--- src/rtl/fib_index_finder.sv ---
// Inverse Fibonacci lookup. It steps through the sequence one term per clock
// until the current term reaches or passes the target. It reports that index,
// or the floor index when the target is not a Fibonacci number.
module fib_index_finder #(
  parameter int unsigned BITS = 32
) (
  input  logic            CLK,
  input  logic            RST,
  input  logic [BITS-1:0] INP,
  input  logic            IE,
  output logic [BITS-1:0] OUT,
  output logic            OE,
  output logic            EXACT,
  output logic            BUSY
);

  localparam logic [1:0] IDLE = 2'd0;
  localparam logic [1:0] RUN  = 2'd1;
  localparam logic [1:0] DONE = 2'd2;

  localparam logic [BITS-1:0] IDX_ONE  = BITS'(1);
  localparam logic [BITS+1:0] TERM_ONE = (BITS+2)'(1);

  logic [1:0]      state;
  logic [BITS-1:0] tgt;
  logic [BITS-1:0] idx;
  // Two spare bits: while a <= tgt < 2^BITS, a+b stays below 3*2^BITS, so the sum cannot wrap
  logic [BITS+1:0] a;
  logic [BITS+1:0] b;
  logic [BITS+1:0] tgt_ext;

  assign tgt_ext = {2'b00, tgt};

  always_ff @(posedge CLK) begin
    if (RST) begin
      state <= IDLE;
      tgt   <= '0;
      idx   <= '0;
      a     <= '0;
      b     <= '0;
      OUT   <= '0;
      OE    <= 1'b0;
      EXACT <= 1'b0;
      BUSY  <= 1'b0;
    end else begin
      case (state)
        RUN: begin
          if (a == tgt_ext) begin
            OUT   <= idx;
            EXACT <= 1'b1;
            OE    <= 1'b1;
            BUSY  <= 1'b0;
            state <= DONE;
          end else if (a > tgt_ext) begin
            // idx is never 0 here because a starts at 0 and 0 <= tgt
            OUT   <= idx - IDX_ONE;
            EXACT <= 1'b0;
            OE    <= 1'b1;
            BUSY  <= 1'b0;
            state <= DONE;
          end else begin
            a   <= b;
            b   <= a + b;
            idx <= idx + IDX_ONE;
          end
        end
        default: begin
          if (IE) begin
            tgt   <= INP;
            a     <= '0;
            b     <= TERM_ONE;
            idx   <= '0;
            OE    <= 1'b0;
            EXACT <= 1'b0;
            BUSY  <= 1'b1;
            state <= RUN;
          end
        end
      endcase
    end
  end

endmodule

--- config.mk ---
export PLATFORM = sky130hd
export DESIGN_NAME = fib_index_finder
export DESIGN_NICKNAME = d
export VERILOG_FILES = /design/src/rtl/fib_index_finder.sv
export SDC_FILE = /design/constraint.sdc
export NUM_CORES = 1
export LEC_CHECK = 0
export BUFFER_PORTS_ARGS = -buffer_cell sky130_fd_sc_hd__buf_2
export CORE_ASPECT_RATIO = 1.25
export CORE_MARGIN = 4
export CORE_UTILIZATION = 40
export CTS_BUF_LIST = sky130_fd_sc_hd__clkbuf_4 sky130_fd_sc_hd__clkbuf_8 sky130_fd_sc_hd__clkbuf_16
export DETAILED_ROUTE_END_ITERATION = 7
export SYNTH_ARGS = -nofsm -noshare
export SYNTH_HDL_FRONTEND = slang
export SYNTH_SLANG_ARGS = --single-unit
--- constraint.sdc ---
create_clock -name CLK -period 2.8 [get_ports CLK]
set_clock_uncertainty 0.1 [all_clocks]
set_input_delay 0.56 -clock CLK [delete_from_list [all_inputs] [get_ports CLK]]
set_output_delay 0.56 -clock CLK [all_outputs]
set_load 0.05 [all_outputs]
==> After elaboration in Yosys (flattened, before gate mapping) <==
Index checks and enable logic that the tools add are counted.
{ "totals": {"ff_bits": 169, "input_bits": 35, "output_inout_bits": 35, "elab_cells": 53} }
{ "classes": {"add_sub_neg": 3, "order_cmp": 1, "n_eq_ne": 5, "n_mux": 28, "n_bitwise": 1, "reduce_logical": 6} }
{ "op_table": {"columns": ["op", "count"], "rows": [
  ["two-way mux 34 bit", 8],
  ["two-way mux 32 bit", 6],
  ["adder 34 bit", 1],
  ["== test 34 x 32 -> 1 bit", 1],
  ["> comparator 34 x 32 -> 1 bit", 1],
  ["adder 32 x 1 -> 32 bit (second input constant)", 1],
  ["subtractor 32 x 1 -> 32 bit (second input constant)", 1],
  ["two-way mux 1 bit", 10],
  ["two-way mux 2 bit", 4],
  ["AND reduction 2 bit", 3],
  ["inequality test 2 bit (second input constant)", 2],
  ["nonzero test 2 bit", 2],
  ["inequality test 3 bit (second input constant)", 1],
  ["AND reduction 3 bit", 1],
  ["== test 2 x 1 -> 1 bit (second input constant)", 1],
  ["inverter 1 bit", 1]
]} }

==> Logic depth before layout (Yosys ltp) <==
Gate-level depths: netlist (run 1).
{ "depth": {"depth_word": 4, "depth_mapped": 14, "mapped_depth_nobuf": 12} }

==> Least setup slack after synthesis (run 1) <==
Ideal clock, no wire load.
{ "synth_path": {"path_type": "register -> register", "startpoint": "register a[0]", "endpoint": "register b[32]", "setup_ns": 0.062, "arrival_time_ns": 2.884, "required_ns": 2.638, "slack_ns": -0.247, "path_stages_with_launch": 13, "synth_period_minus_slack_ns": 3.047, "cell_sequence": "dfxtp_1 ha_1 inv_1 fa_1 nor2b_1 o2111ai_1 a32oi_2 o21ai_1 a31o_2 o31a_1 o31a_1 or4_1 nand3_1"} }
{ "synth_via": {"elab_chain_len": 4} }
{ "synth_lines": {"columns": ["item", "line", "source"], "rows": [
  ["from (decl)", "28", "logic [BITS+1:0] a;"],
  ["from (signal assigned)", "39", "a <= '0;"],
  ["from (signal assigned)", "62", "a <= b;"],
  ["from (signal assigned)", "70", "a <= '0;"],
  ["adder 34 bit", "63", "b <= a + b;"],
  ["two-way mux 34 bit", "54", "end else if (a > tgt_ext) begin"],
  ["two-way mux 34 bit", "48", "if (a == tgt_ext) begin"],
  ["two-way mux 34 bit", "46", "case (state)"],
  ["to (signal assigned)", "63", null],
  ["to (decl)", "29", "logic [BITS+1:0] b;"]
]} }
Several ways; a longest one is shown, not always the timed one. The select of a mux whose other input is x is not followed.
A chain may end at the register's enable or synchronous reset.

==> Worst setup path in the final report (run 1) <==
{ "layout_path": {"startpoint": "register a[28]", "endpoint": "register idx[8]"} }
{ "layout_via": {"elab_chain_len": 3} }
{ "layout_lines": {"columns": ["item", "line", "source"], "rows": [
  ["> comparator 34 x 32 -> 1 bit / == test 34 x 32 -> 1 bit (equally long branches)", "54, 48", null],
  ["inequality test 2 bit (no source line)", null, null],
  ["AND reduction 3 bit (no source line) (*)", null, null],
  ["to (signal assigned)", "64", "idx <= idx + IDX_ONE;"],
  ["to (decl)", "26", "logic [BITS-1:0] idx;"]
]} }
Every way passes the cells marked *; elsewhere a longest branch is shown, timed or not.

==> summary.log, run 1 <==
INFO  status         outcome=complete, but fails checks
INFO  status         violated_checks=setup timing
INFO  critical_path  worstSetupPathType=flip-flop to flip-flop
INFO  drt            wl_per_cell=16.9µm
INFO  drt            dr_total_vias=9520
INFO  die            die-width=146µm
INFO  cells_and_area drive_gt1_share=44.7%
INFO  flow_run       reported_max_cap_violation_count=0
INFO  logic_synthesis synth_flop_cell=dfxtp_1
INFO  sta            fmax=318MHz
INFO  clock_tree     worst_setup_hold_path_clk_slew=0.07ns
INFO  logic_synthesis yosys.area.top_type=dfxtp_1
INFO  die            initial_core_util=40.9%
INFO  global_route   global_route_wire_length_before_repair=45600µm
INFO  logic_synthesis nets_in_the_synthesized_netlist=1302
INFO  critical_path  timing.critical_path.from_type=flip-flop
INFO  cells_and_area antenna-diode-count=0
INFO  logic_synthesis asyncSetResetFlopFracSynth=0%
INFO  pwr            cell_area_power_density=428nW/µm²
INFO  logic_synthesis synth.cell_area=9480µm²
INFO  critical_path  timing.critical_path.arrival=3.33ns
INFO  sta            max_slew.worst_pin.slew=0.662ns
INFO  hold_path      min-delay-path-class=input port to flip-flop
INFO  sta            whs=0.243ns
INFO  critical_path  crit_required=2.99ns
INFO  logic_synthesis syn-instance-count=1199
INFO  logic_synthesis synth_top_area_share=35.3%
INFO  logic_synthesis top_area_cells_in_the_synthesized_netlist=dfxtp_1 (35%), ha_1 (8.8%), a21oi_1 (7.4%)
INFO  clock_tree     ctsHoldBuffers=0
INFO  critical_path  timing.critical_path.to_type=flip-flop
INFO  sta            timing.final.max_slew_violations=0
INFO  clock_tree     cts_max_level=4
INFO  placed_design  hpwlAfterDp=17500µm
INFO  cells_and_area final_net_count=1534
INFO  die            design.die.area=26200µm²
INFO  sta            timing.final.ws_setup=-0.340ns
INFO  clock_tree     worstSkewPairLatency=0.44ns
INFO  cells_and_area stdcell_count=1732
INFO  drt            drc=0
INFO  drt            initialDrtViolationCount=478
INFO  pwr            worst_ir_drop_vdd=0.426mV
INFO  sta            rsz0062_at_grt=yes
INFO  global_route   antenna_found_initial=0
INFO  placed_design  gp_congestion=0.855
INFO  placed_design  place.detailed.instances=1616
INFO  logic_synthesis synth.avg_cell_area=7.90µm²
INFO  drt            route.final.wire_length=29300µm
INFO  drt            drt_pass1_iterations=5
INFO  clock_tree     cts_sinks=167
INFO  placed_design  placement.io_buffers=69
INFO  global_route   grt_pass1_vias=9286
INFO  logic_synthesis ys_seq_elements=167
INFO  clock_tree     tritoncts_clock_tree=done
INFO  sta            timing.max_slew.rel_slack=55.9%
INFO  logic_synthesis ys.warnings.count=0
INFO  die            core_area=23200µm²
INFO  pwr            fin_total_pwr=6.20mW
INFO  die            floorplan.die.height=180µm
INFO  cells_and_area area_growth=52.7%
INFO  cells_and_area finalInstanceArea=14500µm²
INFO  die            design.portCount=70
INFO  global_route   grt.total_usage=20.7%
INFO  clock_tree     cts_inserted_buffers=17
INFO  die            placementRows=62
INFO  logic_synthesis ys_seq_area_share=35.3%
INFO  clock_tree     root_buffer=clkbuf_16
INFO  sta            totalNegativeSetupSlack=-30.99ns
INFO  sta            report.final.hold_viol_count=0
INFO  placed_design  placement.cell_area=11000µm²
INFO  global_route   grt.overflow.total=0
INFO  critical_path  crit_fanout=6
INFO  global_route   grt_start_max_net_pins=75
INFO  sta            period_minus_slack=3.14ns
INFO  sta            timing.final.crit_share=112%
INFO  logic_synthesis synth-edff-count=0
INFO  drt            ant_nets=0
INFO  drt            avgViaCountPerCell=5.50
INFO  clock_tree     clock_tree.buffer_depth=2
INFO  sta            setup_viol=133
INFO  logic_synthesis unique_cell_type_count_in_the_yosys_netlist=68
INFO  pwr            static-leakage-power=6.12nW
## per-layer routing
layer,part of all wire [%],GRT usage [%],routed length [µm],vias up
met5,0,0,0,-
met4,1.7,5.85,511,0
met3,3.0,3.22,883,42
met2,51,36.0,14900,193
met1,45,26.5,13100,4584
li1,-,-,-,4701
## registers in the layout, summed over array words and instances, names as in the netlist
| name | count |
|---|---|
| a | 34 |
| OUT | 32 |
| b | 34 |
| EXACT | 1 |
| idx | 32 |
| state | 2 |
| tgt | 32 |
## worst paths after layout
check / endpoint / from / depth (start not counted) / slack (ns)
setup / recovery: idx[8]$_SDFFE_PP0P_ / a[28]$_SDFFE_PP0P_ / 15 / -0.34
hold / removal: tgt[8]$_SDFFE_PP0P_ / INP[8] / 3 / 0.24
setup reg to reg: idx[8]$_SDFFE_PP0P_ / a[28]$_SDFFE_PP0P_ / 15 / -0.34
hold reg to reg: tgt[9]$_SDFFE_PP0P_ / tgt[9]$_SDFFE_PP0P_ / 2 / 0.35
## synth_stat cells, types with 6 or more instances
cell type / instances
buf_2: 6
inv_1: 46
nor3_1: 22
xor2_1: 21
clkbuf_1: 67
a311oi_1: 11
a31oi_1: 16
nor4_2: 7
o21ai_0: 24
nor2b_1: 10
nor2_1: 102
nand3_1: 77
buf_1: 9
ha_1: 67
a21o_1: 26
a211oi_1: 34
o21a_1: 9
nand2_1: 168
xnor2_1: 43
dfxtp_1: 167
o211ai_1: 6
or2_2: 6
nor4_1: 7
nand4_1: 15
or3_1: 11
a21oi_1: 141
## power breakdown
group / total [mW] / internal [mW] / switching (mW)
Clock: 2.42 / 1.33 / 1.09
Sequential: 2.46 / 2.43 / 0.0329
Combinational: 1.32 / 0.609 / 0.707
## cell families after synthesis
kind of cell               count (synthesis)  synth area share (%)
AOI/OAI and AO/OA                        304                  20.7
muxes                                      6                 0.673
adders and majority gates                 68                  9.06
xor gates and xnor gates                  64                  5.91
buffers and inverters                    132                  5.56
and+or+nand+nor                          458                  22.8
DFF                                      167                  35.3
## metrics by stage
step | setup slack [ns] | util, %
4_1_cts | -0.287 | 57.6
5_1_grt | -0.466 | 62.4
2_1_floorplan | -0.166 | -
6_report | -0.340 | 62.4
3_3_place_gp | -0.465 | 47.6
3_5_place_dp | -0.487 | 47.6
## final cells by class
| class | instances | area [µm²] |
|---|---|---|
| sequential | 167 | 3390 |
| fill | 1915 | 8720 |
| timing repair buffer | 299 | 2810 |
| multi-input combinational | 900 | 7150 |
| tap | 288 | 360 |
| inverter | 46 | 173 |
| clock buffer | 17 | 425 |
| clock inverter | 15 | 165 |
## placed cells by master (no fill, tap or decap), types with 14 or more instances in the layout
cell type / Yosys / final
clkbuf_16: 0 / 21
ha_1: 67 / 48
a21oi_2: 2 / 60
nand4_1: 15 / 15
buf_4: 0 / 151
nand3_2: 0 / 29
nand2_4: 0 / 23
buf_2: 6 / 68
o21ai_0: 24 / 14
xor2_1: 21 / 20
a211oi_2: 0 / 15
dfxtp_1: 167 / 135
buf_12: 0 / 19
nor2_4: 1 / 14
dfxtp_2: 0 / 31
nor2_1: 102 / 84
a21o_1: 26 / 26
nand3_1: 77 / 40
nand2_1: 168 / 131
xnor2_1: 43 / 41
ha_4: 0 / 19
a211oi_1: 34 / 18
buf_6: 3 / 36
inv_1: 46 / 34
a21oi_1: 141 / 82
## critical path, cell delays in order, from the launching register on
cell and delay (ns):
dfxtp_1 0.40, ha_4 0.23, nand4_1 0.17, buf_4 0.16, o2bb2ai_4 0.06, o41ai_4 0.45
o2111ai_4 0.21, buf_6 0.18, buf_6 0.11, nor3_4 0.29, buf_6 0.20, buf_4 0.12
buf_6 0.08, a21oi_2 0.04, a21oi_2 0.13, a211oi_2 0.08
## repair_timing
| action | in CTS | in global routing |
|---|---|---|
| resized for setup | 233 | 209 |
| pin swaps | 95 | 126 |
| endpoints found under the setup margin | 132 | 133 |
| cloned | 13 | 6 |
| buffers inserted | 49 | 24 |
(Power assumes the default switching activity.)
==> run 2: changes to the inputs <==
- PLACE_DENSITY: default -> 0.61
==> run 2 against run 1 <==
Clock power up 5%; largest cell class unchanged; via count up 0.60%; sequential cell count unchanged; total power up 1.6%; die area unchanged; the flow still finishes with violations (setup timing); sequential share of layout area about the same; critical path depth down 2.
==> summary.log, run 2 (same netlist as run 1, synthesis figures left out) <==
INFO  status         outcome=complete, but fails checks
INFO  status         violated_checks=setup timing
INFO  placed_design  placement.cell_area=11000µm² [about the same]
INFO  global_route   grt_util_met3=2.74% [-0.48 points]
INFO  die            floorplan.die.height=180µm [unchanged]
INFO  critical_path  crit_required=3.07ns [+0.08 ns]
INFO  cells_and_area layout_common_cells=dfxtp_1 (142), buf_4 (134), nand2_1 (130)
INFO  clock_tree     clock_tree.buffer_depth=2 [unchanged]
INFO  sta            timing.final.ws_setup=-0.376ns [-0.0356 ns]
INFO  hold_path      min-delay-path-class=input port to flip-flop
INFO  pwr            fin_total_pwr=6.30mW [+1.6%]
INFO  flow_run       reported_max_cap_violation_count=0 [unchanged]
INFO  cells_and_area drive_gt1_share=45.5% [+0.74 points]
INFO  drt            drt_pass1_iterations=5 [unchanged]
INFO  die            die-width=146µm [unchanged]
INFO  pwr            static-leakage-power=6.04nW [-1.3%]
INFO  critical_path  worstSetupPathType=flip-flop to flip-flop
INFO  sta            max_slew.worst_pin.slew=0.870ns [+0.208 ns]
INFO  critical_path  timing.critical_path.arrival=3.45ns [+0.12 ns]
INFO  drt            route.final.wire_length=30000µm [+2.3%]
INFO  sta            period_minus_slack=3.18ns [+0.0356 ns]
INFO  die            core_area=23200µm² [unchanged]
INFO  pwr            cell_area_power_density=437nW/µm² [+1.9%]
INFO  global_route   grt_pass1_vias=9638 [+3.8%]
INFO  drt            ant_nets=0 [unchanged]
INFO  clock_tree     cts_inserted_buffers=17 [unchanged]
INFO  drt            drc=0 [unchanged]
INFO  clock_tree     root_buffer=clkbuf_16
INFO  die            placementRows=62 [unchanged]
INFO  placed_design  gp_congestion=0.870 [+1.7%]
INFO  die            design.portCount=70 [unchanged]
INFO  global_route   grt.total_usage=21.5% [+0.83 points]
INFO  critical_path  timing.critical_path.to_type=flip-flop
INFO  placed_design  hpwlAfterDp=17400µm [-0.31%]
INFO  global_route   busiest_layer=met2
INFO  cells_and_area stdcell_count=1713 [-1.1%]
INFO  drt            initialDrtViolationCount=662 [+38%]
INFO  clock_tree     ctsHoldBuffers=0 [unchanged]
INFO  sta            fmax=315MHz [-1.1%]
INFO  sta            report.final.hold_viol_count=0 [unchanged]
INFO  drt            avgViaCountPerCell=5.59 [+1.7%]
INFO  clock_tree     worstSkewPairLatency=0.44ns [about the same]
INFO  cells_and_area area_growth=52.2%
INFO  sta            setup_viol=133 [unchanged]
INFO  critical_path  timing.critical_path.from_type=flip-flop
INFO  global_route   antenna_found_initial=0 [unchanged]
INFO  pwr            worst_ir_drop_vdd=0.469mV [+10%]
INFO  sta            rsz0062_at_grt=yes
INFO  critical_path  crit_fanout=5 [-1]
INFO  global_route   gr-usage-met1=26.7% [+0.26 points]
INFO  cells_and_area most_common_cell_after_layout_fill_and_taps_aside=dfxtp_1
INFO  global_route   grt_util_met2=37.9% [+2.0 points]
INFO  cells_and_area reg_top3=a (34), b (34)
INFO  cells_and_area final_net_count=1515 [-1.2%]
INFO  clock_tree     cts_sinks=167 [unchanged]
INFO  placed_design  placement.io_buffers=69 [unchanged]
INFO  clock_tree     cts_max_level=4 [unchanged]
INFO  cells_and_area antenna-diode-count=0 [unchanged]
INFO  cells_and_area finalInstanceArea=14400µm² [-0.34%]
INFO  sta            timing.max_slew.rel_slack=42.0% [-14 points]
INFO  sta            timing.final.max_slew_violations=0 [unchanged]
INFO  die            design.die.area=26200µm² [unchanged]
INFO  drt            dr_total_vias=9577 [+0.60%]
INFO  global_route   grt.overflow.total=0 [unchanged]
INFO  die            initial_core_util=40.9% [unchanged]
INFO  clock_tree     tritoncts_clock_tree=done
INFO  sta            timing.final.crit_share=113% [+1.3 points]
INFO  global_route   global_route_wire_length_before_repair=47400µm [+3.9%]
INFO  clock_tree     worst_setup_hold_path_clk_slew=0.07ns [about the same]
INFO  cells_and_area final_core_util=62.2% [-0.21 points]
INFO  drt            wl_per_cell=17.5µm [+3.4%]
INFO  global_route   grt_start_max_net_pins=64 [-15%]
INFO  placed_design  place.detailed.instances=1615 [-0.062%]
-- run 2: repair_timing --
action,CTS,global route
resized for setup,324,139
buffers inserted,38,20
endpoints found under the setup margin,132,134
endpoints found under the hold margin,0,0
pin swaps,172,84
gates cloned,17,5
-- run 2: worst max-delay path, cell delays in order (launching register included) --
cell       delay, ns
dfxtp_2         0.34
inv_2           0.04
ha_4            0.21
nand4_1         0.16
buf_4           0.15
o2bb2ai_2       0.07
o41ai_4         0.41
o2111ai_2       0.24
or3_4           0.47
buf_6           0.14
nor3_4          0.22
buf_4           0.17
mux2_4          0.30
nor2_2          0.08
-- run 2: final timing paths --
kind	from	end	slack, ns	depth (start not counted)
worst min register to register	tgt[19]$_SDFFE_PP0P_	tgt[19]$_SDFFE_PP0P_	0.35	2
worst max register to register	tgt[27]$_SDFFE_PP0P_	idx[10]$_SDFFE_PP0P_	-0.38	13
worst max-delay path	tgt[27]$_SDFFE_PP0P_	idx[10]$_SDFFE_PP0P_	-0.38	13
worst min-delay path	INP[27]	tgt[27]$_SDFFE_PP0P_	0.25	3
-- run 2: metal layers --
layer	vias up	routed length [µm]
met5	-	0
met4	0	832
met3	73	1190
met2	262	15200
met1	4582	12800
li1	4660	-
-- run 2: per-stage QoR --
stage	setup WS (ns)	hold slack, ns	TNS (ns)
floorplan	-0.166	0.336	-0.178
global placement	-0.386	0.344	-29.90
detailed placement	-0.410	0.348	-33.20
CTS	-0.240	0.234	-15.04
global route	-0.520	0.237	-41.80
finish	-0.376	0.247	-23.76
-- run 2: where the power goes --
part	leakage [nW]	switching, mW	internal (mW)
Sequential	1.36	0.0330	2.43
Clock	0.297	1.05	1.50
Combinational	4.38	0.715	0.575
-- run 2: layout make-up --
| cell class | count | area, µm² |
|---|---|---|
| clock buffer | 17 | 425 |
| inverter | 46 | 173 |
| tap | 288 | 360 |
| multi-input combinational | 900 | 7240 |
| fill | 1866 | 8770 |
| sequential | 167 | 3370 |
| timing repair buffer | 280 | 2650 |
| clock inverter | 15 | 203 |
